[src/rtl/ibex_xif_dummy_tag_fifo.sv]
// One-bit-wide tag FIFO tracking whether each in-flight instruction is a dummy.
// Flush wins over push/pop; push is accepted when full only together with a pop.
module ibex_xif_dummy_tag_fifo #(
  parameter int unsigned Depth = 4
) (
  input  logic clk_i,
  input  logic rst_ni,
  input  logic flush_i,
  input  logic push_i,
  input  logic tag_i,
  input  logic pop_i,
  output logic head_o,
  output logic empty_o,
  output logic full_o
);

  localparam int unsigned PtrW = $clog2(Depth);
  localparam logic [PtrW:0] PtrOne = {{PtrW{1'b0}}, 1'b1};

  logic [PtrW:0]    wptr_q, wptr_d, rptr_q, rptr_d;
  logic [Depth-1:0] tags_q, tags_d;
  logic             push_ok, pop_ok;

  assign empty_o = (wptr_q == rptr_q);
  assign full_o  = (wptr_q[PtrW] != rptr_q[PtrW]) &&
                   (wptr_q[PtrW-1:0] == rptr_q[PtrW-1:0]);
  assign head_o  = tags_q[rptr_q[PtrW-1:0]];

  assign push_ok = push_i & (~full_o | pop_i);
  assign pop_ok  = pop_i & ~empty_o;

  always_comb begin
    wptr_d = wptr_q;
    rptr_d = rptr_q;
    tags_d = tags_q;
    if (flush_i) begin
      wptr_d = '0;
      rptr_d = '0;
    end else begin
      if (push_ok) begin
        tags_d[wptr_q[PtrW-1:0]] = tag_i;
        wptr_d = wptr_q + PtrOne;
      end
      if (pop_ok) begin
        rptr_d = rptr_q + PtrOne;
      end
    end
  end

  always_ff @(posedge clk_i or negedge rst_ni) begin
    if (!rst_ni) begin
      wptr_q <= '0;
      rptr_q <= '0;
      tags_q <= '0;
    end else begin
      wptr_q <= wptr_d;
      rptr_q <= rptr_d;
      tags_q <= tags_d;
    end
  end

endmodule

[config.mk]
export PLATFORM = sky130hd
export DESIGN_NAME = ibex_xif_dummy_tag_fifo
export DESIGN_NICKNAME = d
export VERILOG_FILES = /design/src/rtl/ibex_xif_dummy_tag_fifo.sv
export SDC_FILE = /design/constraint.sdc
export NUM_CORES = 1
export LEC_CHECK = 0
export CAP_MARGIN = 20
export CORE_MARGIN = 1.5
export CORE_UTILIZATION = 50
export CTS_BUF_LIST = sky130_fd_sc_hd__clkbuf_8
export CTS_CLUSTER_DIAMETER = 200
export DETAILED_ROUTE_END_ITERATION = 8
export GPL_ROUTABILITY_DRIVEN = 0
export GPL_TIMING_DRIVEN = 0
export HOLD_SLACK_MARGIN = 0.06
export PLACE_DENSITY = 0.76
export SLEW_MARGIN = 20
export SYNTH_ARGS = -nofsm -noshare
export SYNTH_HDL_FRONTEND = slang
export SYNTH_SLANG_ARGS = --single-unit
[constraint.sdc]
create_clock -name clk_i -period 1.43 [get_ports clk_i]
set_input_delay 0.286 -clock clk_i [delete_from_list [all_inputs] [get_ports clk_i]]
set_output_delay 0.286 -clock clk_i [all_outputs]
set_load 0.03 [all_outputs]
==> key figures, run 1 <==
Routing
  – Max Used Layer: met4
  – Drc violations: 0
  – Routed len/inst: 24.1 um
  – Vias: 655
  – Wl on met1: 1040 um
  – Final ANT Viol Nets: 0
  – Detail Route met3 WL: 193 um
  – Post-Route WL: 2480 um
  – Vias/cell: 6.36
  – Drt first pass iters: 4
  – Initial DRC count: 25
  – Wire length on met2: 1170 um

STA
  – Fin crit share: 1.19
  – Final Skew: 0.000837 ns
  – RSZ-0062 raised after global routing: yes
  – Max_slew headroom: 0.671
  – Worst Tran Pin Value: 0.492 ns
  – Setup TNS: -1.65 ns
  – Final worst slack: -0.270 ns
  – Worst hold slack: 0.377 ns
  – Fin. Hold Viols: 0
  – Final Slew Violations: 0
  – Fin crit period: 1.70 ns
  – FMAX: 588 MHz
  – Final setup vio count: 13

Worst setup path
  – Worst Path Max Fanout: 4
  – Crit. End Element: output port
  – Reg-to-reg critical path endpoint: tags_q[2]
  – Reg2Reg Setup Slack: -0.14 ns
  – R2R depth: 4
  – CP max stage cell: mux4_2
  – Worst EP required: 1.14 ns
  – Slowest Stage Delay on Critical Path: 0.56 ns
  – CP Class: flop to output port
  – Startpoint types: flop
  – Crit-path cells: mux4_2 -> buf_6
  – Critical R2R Launch: wptr_q[0]
  – Worst EP arrival: 1.41 ns

Logic synthesis
  – Syn_nets: 75
  – Seq/Total Area, Yosys: 0.353
  – Synth cell types: 19
  – Post-Syn Area per Cell: 11.1 um2
  – Synth area leader: dfrtp_1
  – Most numerous cell in the Yosys netlist: dfrtp_1
  – Post-synthesis register bit count: 10
  – Mapped Area: 709 um2
  – Post-synth ARST share: 1.00
  – Top post-synthesis cells by area: dfrtp_1 (35%), mux2_2 (11%), ha_1 (8.8%)
  – Yosys top cell area share: 0.353
  – Main synth FF type: dfrtp_1
  – Number of synthesized flops with an enable pin: 0
  – Post-synth top cells: dfrtp_1 (10), mux2_2 (7), nor2_1 (7)
  – Synth Instances: 64
  – Yosys Warn Count: 0

Placement
  – I/O Buffers: 8
  – Detailed placer's ending HPWL: 979 um
  – Inst Count DP: 87
  – Placed cell areas: 846 um2

Finish
  – Fill cell count: 16
  – ANT cells: 0
  – Final nets: 101
  – Final cell count without fillers: 103
  – Final Util: 0.974
  – Share of layout cells above drive strength 1: 0.636
  – Syn-to-layout area delta: 81.0%
  – Final instance area: 0.00128 mm2

Min path
  – HP Class: input pin to asynchronous set/reset pin

Power and ir drop
  – Worst VDD drop: 0.00102 V
  – Pleak: 0.481 nW
  – Power Density: 1060 mW/mm2

Run status
  – Result of the run: finished with violations
  – Failing checks: negative setup slack

Global routing
  – GRT overflow: 0
  – Initial antenna violation count: 0
  – Largest net degree at the start of global routing: 11
  – Vias in the first global route: 611
  – GRT Overall Usage: 0.301
  – First-pass GRT wire length: 3040 um

Clock tree
  – Max Root-Sink Buffers: 2
  – Htree depth: 1
  – Clk_lat worst skew: 0.24 ns
  – Clock Pin Slew Worst Setup and Hold Paths: 0.05 ns
  – TritonCTS clock tree: built
  – Clock sinks: 10
  – Cts hold-fix bufs: 0
  – Clock tree root driver cell: clkbuf_8
  – CTS Buf Count: 3

Floorplan
  – Die width: 40.7 um
  – Core area: 0.00132 mm2
  – Die height: 40.7 um
  – Initial Util: 0.538
  – IO Pins: 9
  – Die ar.: 0.00165 mm2
  – Row count: 13

Job
  – Max-Cap Viols: 0
==> sequential cells by signal (all words and copies together), names as in the netlist <==
| name | count |
|---|---|
| rptr_q | 3 |
| tags_q | 4 |
| wptr_q | 3 |
==> cells by family (layout without fill, tap and decap cells) <==
logic type,Yosys count,count (layout),synth area share
compound gates,8,8,0.102
xor+xnor,4,4,0.0811
fa+ha+maj,5,5,0.0882
buf+inv,5,29,0.0264
flops,10,10,0.353
mux,11,11,0.192
simple gates,21,21,0.157
==> metrics by stage <==
stage / setup WS, ns / power (mW)
after floorplan: 0.0217 / 0.638
after global placement: -0.584 / 0.730
after detailed placement: -0.608 / 0.739
after CTS: -0.234 / 1.23
after global routing: -0.284 / 1.39
final: -0.270 / 1.36
==> layout make-up <==
cell class / instances / area, um2 / share of cell area
well taps: 15 / 18.8 / 0.0146
repair buffers: 21 / 239 / 0.186
flip-flops and latches: 10 / 258 / 0.201
multi-input cells: 49 / 696 / 0.542
inverters: 4 / 27.5 / 0.0214
plain buffers: 1 / 3.75 / 0.00292
clock buffers: 3 / 41.3 / 0.0322
==> worst max path at each step <==
stage | from | endpoint | depth (start not counted)
5_1_grt | rptr_q[0] | head_o | 2
3_5_place_dp | rptr_q[0] | empty_o | 4
6_report | rptr_q[0] | head_o | 2
4_1_cts | rptr_q[0] | head_o | 2
3_3_place_gp | rptr_q[0] | empty_o | 4
2_1_floorplan | wptr_q[0] | tags_q[2] | 5
==> per-layer routing <==
| layer | global-route usage | vias to the layer above |
|---|---|---|
| met5 | 0 | - |
| met4 | 0.100 | 0 |
| met3 | 0.0652 | 9 |
| met2 | 0.484 | 39 |
| met1 | 0.399 | 329 |
| li1 | - | 278 |
==> repair_timing <==
action                     CTS  global route
setup endpoints to repair   11            13
buffers inserted            13             1
pin swaps                   11             5
resized for setup           66            10
==> cell usage in the layout, fill, tap and decap left out, drive strengths merged <==
| master | n |
|---|---|
| nand2b | 4 |
| clkdlybuf4s50 | 4 |
| nand2 | 3 |
| a41oi | 6 |
| nor2b | 3 |
| inv | 3 |
| clkinv | 1 |
| dlygate4sd2 | 1 |
| buf | 16 |
| mux2i | 2 |
| mux4 | 1 |
| a31oi | 2 |
| dfrtp | 10 |
| xnor2 | 3 |
| mux2 | 8 |
| xor2 | 1 |
| clkbuf | 4 |
| ha | 5 |
| nand3b | 4 |
| nor2 | 7 |
==> power breakdown <==
part | switching (mW) | internal, mW
combinational | 0.327 | 0.324
sequential | 0.0630 | 0.335
clock | 0.122 | 0.185
==> critical path: cells and delay by family (launching register included) <==
kind,cells,cell delay (ns)
multiplexers,1,0.56
buffers and inverters,1,0.16
flip-flops,1,0.45
Note: power is estimated with default switching activity, not from simulation.
==> run 2, diff against run 1 <==
--- a/config.mk
+++ b/config.mk
@@ -6,15 +6,15 @@
 export NUM_CORES = 1
 export LEC_CHECK = 0
 export CAP_MARGIN = 20
+export CORE_ASPECT_RATIO = 0.75
 export CORE_MARGIN = 1.5
-export CORE_UTILIZATION = 50
+export CORE_UTILIZATION = 30
 export CTS_BUF_LIST = sky130_fd_sc_hd__clkbuf_8
 export CTS_CLUSTER_DIAMETER = 200
 export DETAILED_ROUTE_END_ITERATION = 8
 export GPL_ROUTABILITY_DRIVEN = 0
-export GPL_TIMING_DRIVEN = 0
 export HOLD_SLACK_MARGIN = 0.06
-export PLACE_DENSITY = 0.76
+export PLACE_DENSITY = 0.5
 export SLEW_MARGIN = 20
 export SYNTH_ARGS = -nofsm -noshare
 export SYNTH_HDL_FRONTEND = slang
==> run 2 against run 1 <==
The run still ends with negative setup slack left. First-iteration DRC count fell by 48%. Combinational power fell by 18%. Register-to-register slack barely moved. Sequential power is 6.8% lower. Sequential share of layout area up 0.72 points. Setup slack gained 0.12 ns. Routed wire length fell by 34%. Total power shrank 6.7%. Clock power grew 17%. Clock skew increased by 0.00057 ns. Critical endpoint is now tags_q[1]. Largest cell class unchanged. Highest routed layer unchanged.
==> key figures, run 2 (synthesis gave the netlist of run 1 again) <==
Routing
  – Drt first pass iters: 4 (unchanged)
  – Final ANT Viol Nets: 0 (unchanged)
  – Wire length on met2: 774 um (was 1170 um)
  – Post-Route WL: 1640 um (was 2480 um)
  – Max Used Layer: met4 (unchanged)
  – Vias/cell: 4.50 (was 6.36)
  – Vias: 581 (was 655)
  – Drc violations: 0 (unchanged)
  – Detail Route met3 WL: 63 um (was 193 um)
  – Initial DRC count: 13 (was 25)
  – Wl on met1: 767 um (was 1040 um)
  – Routed len/inst: 12.7 um (was 24.1 um)

Finish
  – Final Util: 0.540 (was 0.974)
  – Most common cell after layout, fill and taps aside: buf_4
  – Biggest regs: tags_q x4, rptr_q x3, wptr_q x3 (unchanged)
  – Final cell count without fillers: 129 (was 103)
  – Syn-to-layout area delta: 73.0% (was 81.0%)
  – Most frequent cells in the layout: buf_4 (13), buf_6 (10), dfrtp_1 (6) (was mux2_4 (8), buf_6 (8), dfrtp_2 (6), nor2_1 (5))
  – Final nets: 107 (was 101)
  – Largest register FFs: 4 (unchanged)
  – Most flops, register: tags_q (unchanged)
  – Share of layout cells above drive strength 1: 0.579 (was 0.636)
  – ANT cells: 0 (unchanged)

Worst setup path
  – Crit-path cells: buf_6 -> xor2_4 -> buf_4 -> a41oi_2 -> mux2_4 (was mux4_2 -> buf_6)
  – Slowest Stage Delay on Critical Path: 0.41 ns (was 0.56 ns)
  – Worst Path Max Fanout: 6 (was 4)
  – Reg-to-reg critical path endpoint: tags_q[1] (was tags_q[2])
  – Stages on the worst setup path: 5 (was 2)
  – R2R depth: 5 (was 4)
  – Kind of cell adding the most delay to the critical path: flip-flops (was multiplexers)
  – Buf/Inv on CP: 2 (was 1)
  – Worst EP required: 1.56 ns (was 1.14 ns)
  – CP max stage cell: dfrtp_2 (was mux4_2)
  – Worst EP arrival: 1.70 ns (was 1.41 ns)
  – Startpoint types: flop (unchanged)
  – CP Class: flop to flop (was flop to output port)
  – Crit. End Element: flop (was output port)
  – Worst setup startpoint: rptr_q[2] (was rptr_q[0])
  – Reg2Reg Setup Slack: -0.15 ns (was -0.14 ns)
  – Critical R2R Launch: rptr_q[2] (was wptr_q[0])
  – CP endpoint: tags_q[1] (was head_o)

Global routing
  – GRT Overall Usage: 0.148 (was 0.301)
  – First-pass GRT wire length: 2730 um (was 3040 um)
  – GRT overflow: 0 (unchanged)
  – Initial antenna violation count: 0 (unchanged)
  – Vias in the first global route: 542 (was 611)
  – Largest net degree at the start of global routing: 11 (unchanged)

Placement
  – I/O Buffers: 8 (unchanged)
  – Detailed placer's ending HPWL: 1160 um (was 979 um)
  – Inst Count DP: 116 (was 87)

Clock tree
  – CTS Buf Count: 3 (unchanged)
  – Clock Pin Slew Worst Setup and Hold Paths: 0.05 ns (about the same)
  – Cts hold-fix bufs: 0 (unchanged)
  – Clk_lat worst skew: 0.24 ns (about the same)
  – Htree depth: 1 (unchanged)
  – Max Root-Sink Buffers: 2 (unchanged)
  – TritonCTS clock tree: built (unchanged)
  – Clock sinks: 10 (unchanged)
  – Clock tree root driver cell: clkbuf_8 (unchanged)

Run status
  – Result of the run: finished with violations (unchanged)
  – Failing checks: negative setup slack (unchanged)

STA
  – RSZ-0062 raised after global routing: yes (unchanged)
  – Worst Tran Pin Value: 0.493 ns (was 0.492 ns)
  – Fin crit share: 1.10 (was 1.19)
  – Fin. Hold Viols: 0 (unchanged)
  – Final worst slack: -0.146 ns (was -0.270 ns)
  – FMAX: 634 MHz (was 588 MHz)
  – Final setup vio count: 12 (was 13)
  – Fin crit period: 1.58 ns (was 1.70 ns)
  – Final Slew Violations: 0 (unchanged)
  – Max_slew headroom: 0.670 (was 0.671)
  – Final Skew: 0.00141 ns (was 0.000837 ns)

Floorplan
  – Core area: 0.00227 mm2 (was 0.00132 mm2)
  – Row count: 15 (was 13)
  – Die height: 45.1 um (was 40.7 um)
  – Die ar.: 0.00267 mm2 (was 0.00165 mm2)
  – Die width: 59.2 um (was 40.7 um)
  – Initial Util: 0.312 (was 0.538)
  – IO Pins: 9 (unchanged)

Power and ir drop
  – Power Density: 1030 mW/mm2 (was 1060 mW/mm2)
  – Worst VDD drop: 0.000566 V (was 0.00102 V)
  – Pleak: 0.501 nW (was 0.481 nW)

Job
  – Max-Cap Viols: 0 (unchanged)

Min path
  – HP Class: input pin to asynchronous set/reset pin (unchanged)
==> run 2: layout make-up <==
class                           instances  area, um2
Sequential cell                        10        255
Timing Repair Buffer                   28        260
Inverter                                4       15.0
Fill cell                             212       1040
Tap cell                               34       42.5
Clock buffer                            4       55.1
Multi-Input combinational cell         49        599
==> run 2: where the power goes <==
group	internal, mW	switching [mW]
Sequential	0.333	0.0385
Clock	0.242	0.117
Combinational	0.277	0.257
==> run 2: how the worst min path moves through the flow <==
stage,to,slack (ns),cells past startpoint
finish,rptr_q[1],0.38,1
global route,rptr_q[1],0.40,1
CTS,rptr_q[1],0.39,1
detailed placement,tags_q[1],0.49,1
global placement,tags_q[3],0.49,1
floorplan,rptr_q[0],-0.01,0
==> run 2: worst register-to-register path, stage by stage, from the launching register on <==
cell,delay (ns)
dfrtp_2,0.41
buf_6,0.13
xor2_4,0.29
buf_4,0.17
a41oi_2,0.14
mux2_4,0.33
==> run 2: metrics by stage <==
| stage | total power, mW | setup WS (ns) | area [um2] | TNS, ns | hold WS (ns) |
|---|---|---|---|---|---|
| after floorplan | 0.638 | 0.0217 | 747 | 0 | -0.00959 |
| after global placement | 0.776 | -0.291 | 943 | -2.41 | 0.492 |
| after detailed placement | 0.776 | -0.301 | 943 | -2.34 | 0.494 |
| after CTS | 1.25 | -0.154 | 1180 | -1.36 | 0.392 |
| after global routing | 1.34 | -0.212 | 1230 | -2.15 | 0.400 |
| final | 1.26 | -0.146 | 1230 | -1.38 | 0.378 |
==> run 2: repair_timing <==
| item | 4_1_cts | 5_1_grt |
|---|---|---|
| endpoints found under the setup margin | 12 | 13 |
| pin swaps | 6 | 3 |
| buffers inserted | 7 | 2 |
| gates resized for setup | 31 | 5 |
==> run 2: per-layer routing <==
layer | vias up | track usage
li1 | 291 | -
met2 | 8 | 0.213
met4 | 0 | 0.0409
met3 | 4 | 0.0602
met1 | 278 | 0.204
met5 | - | 0
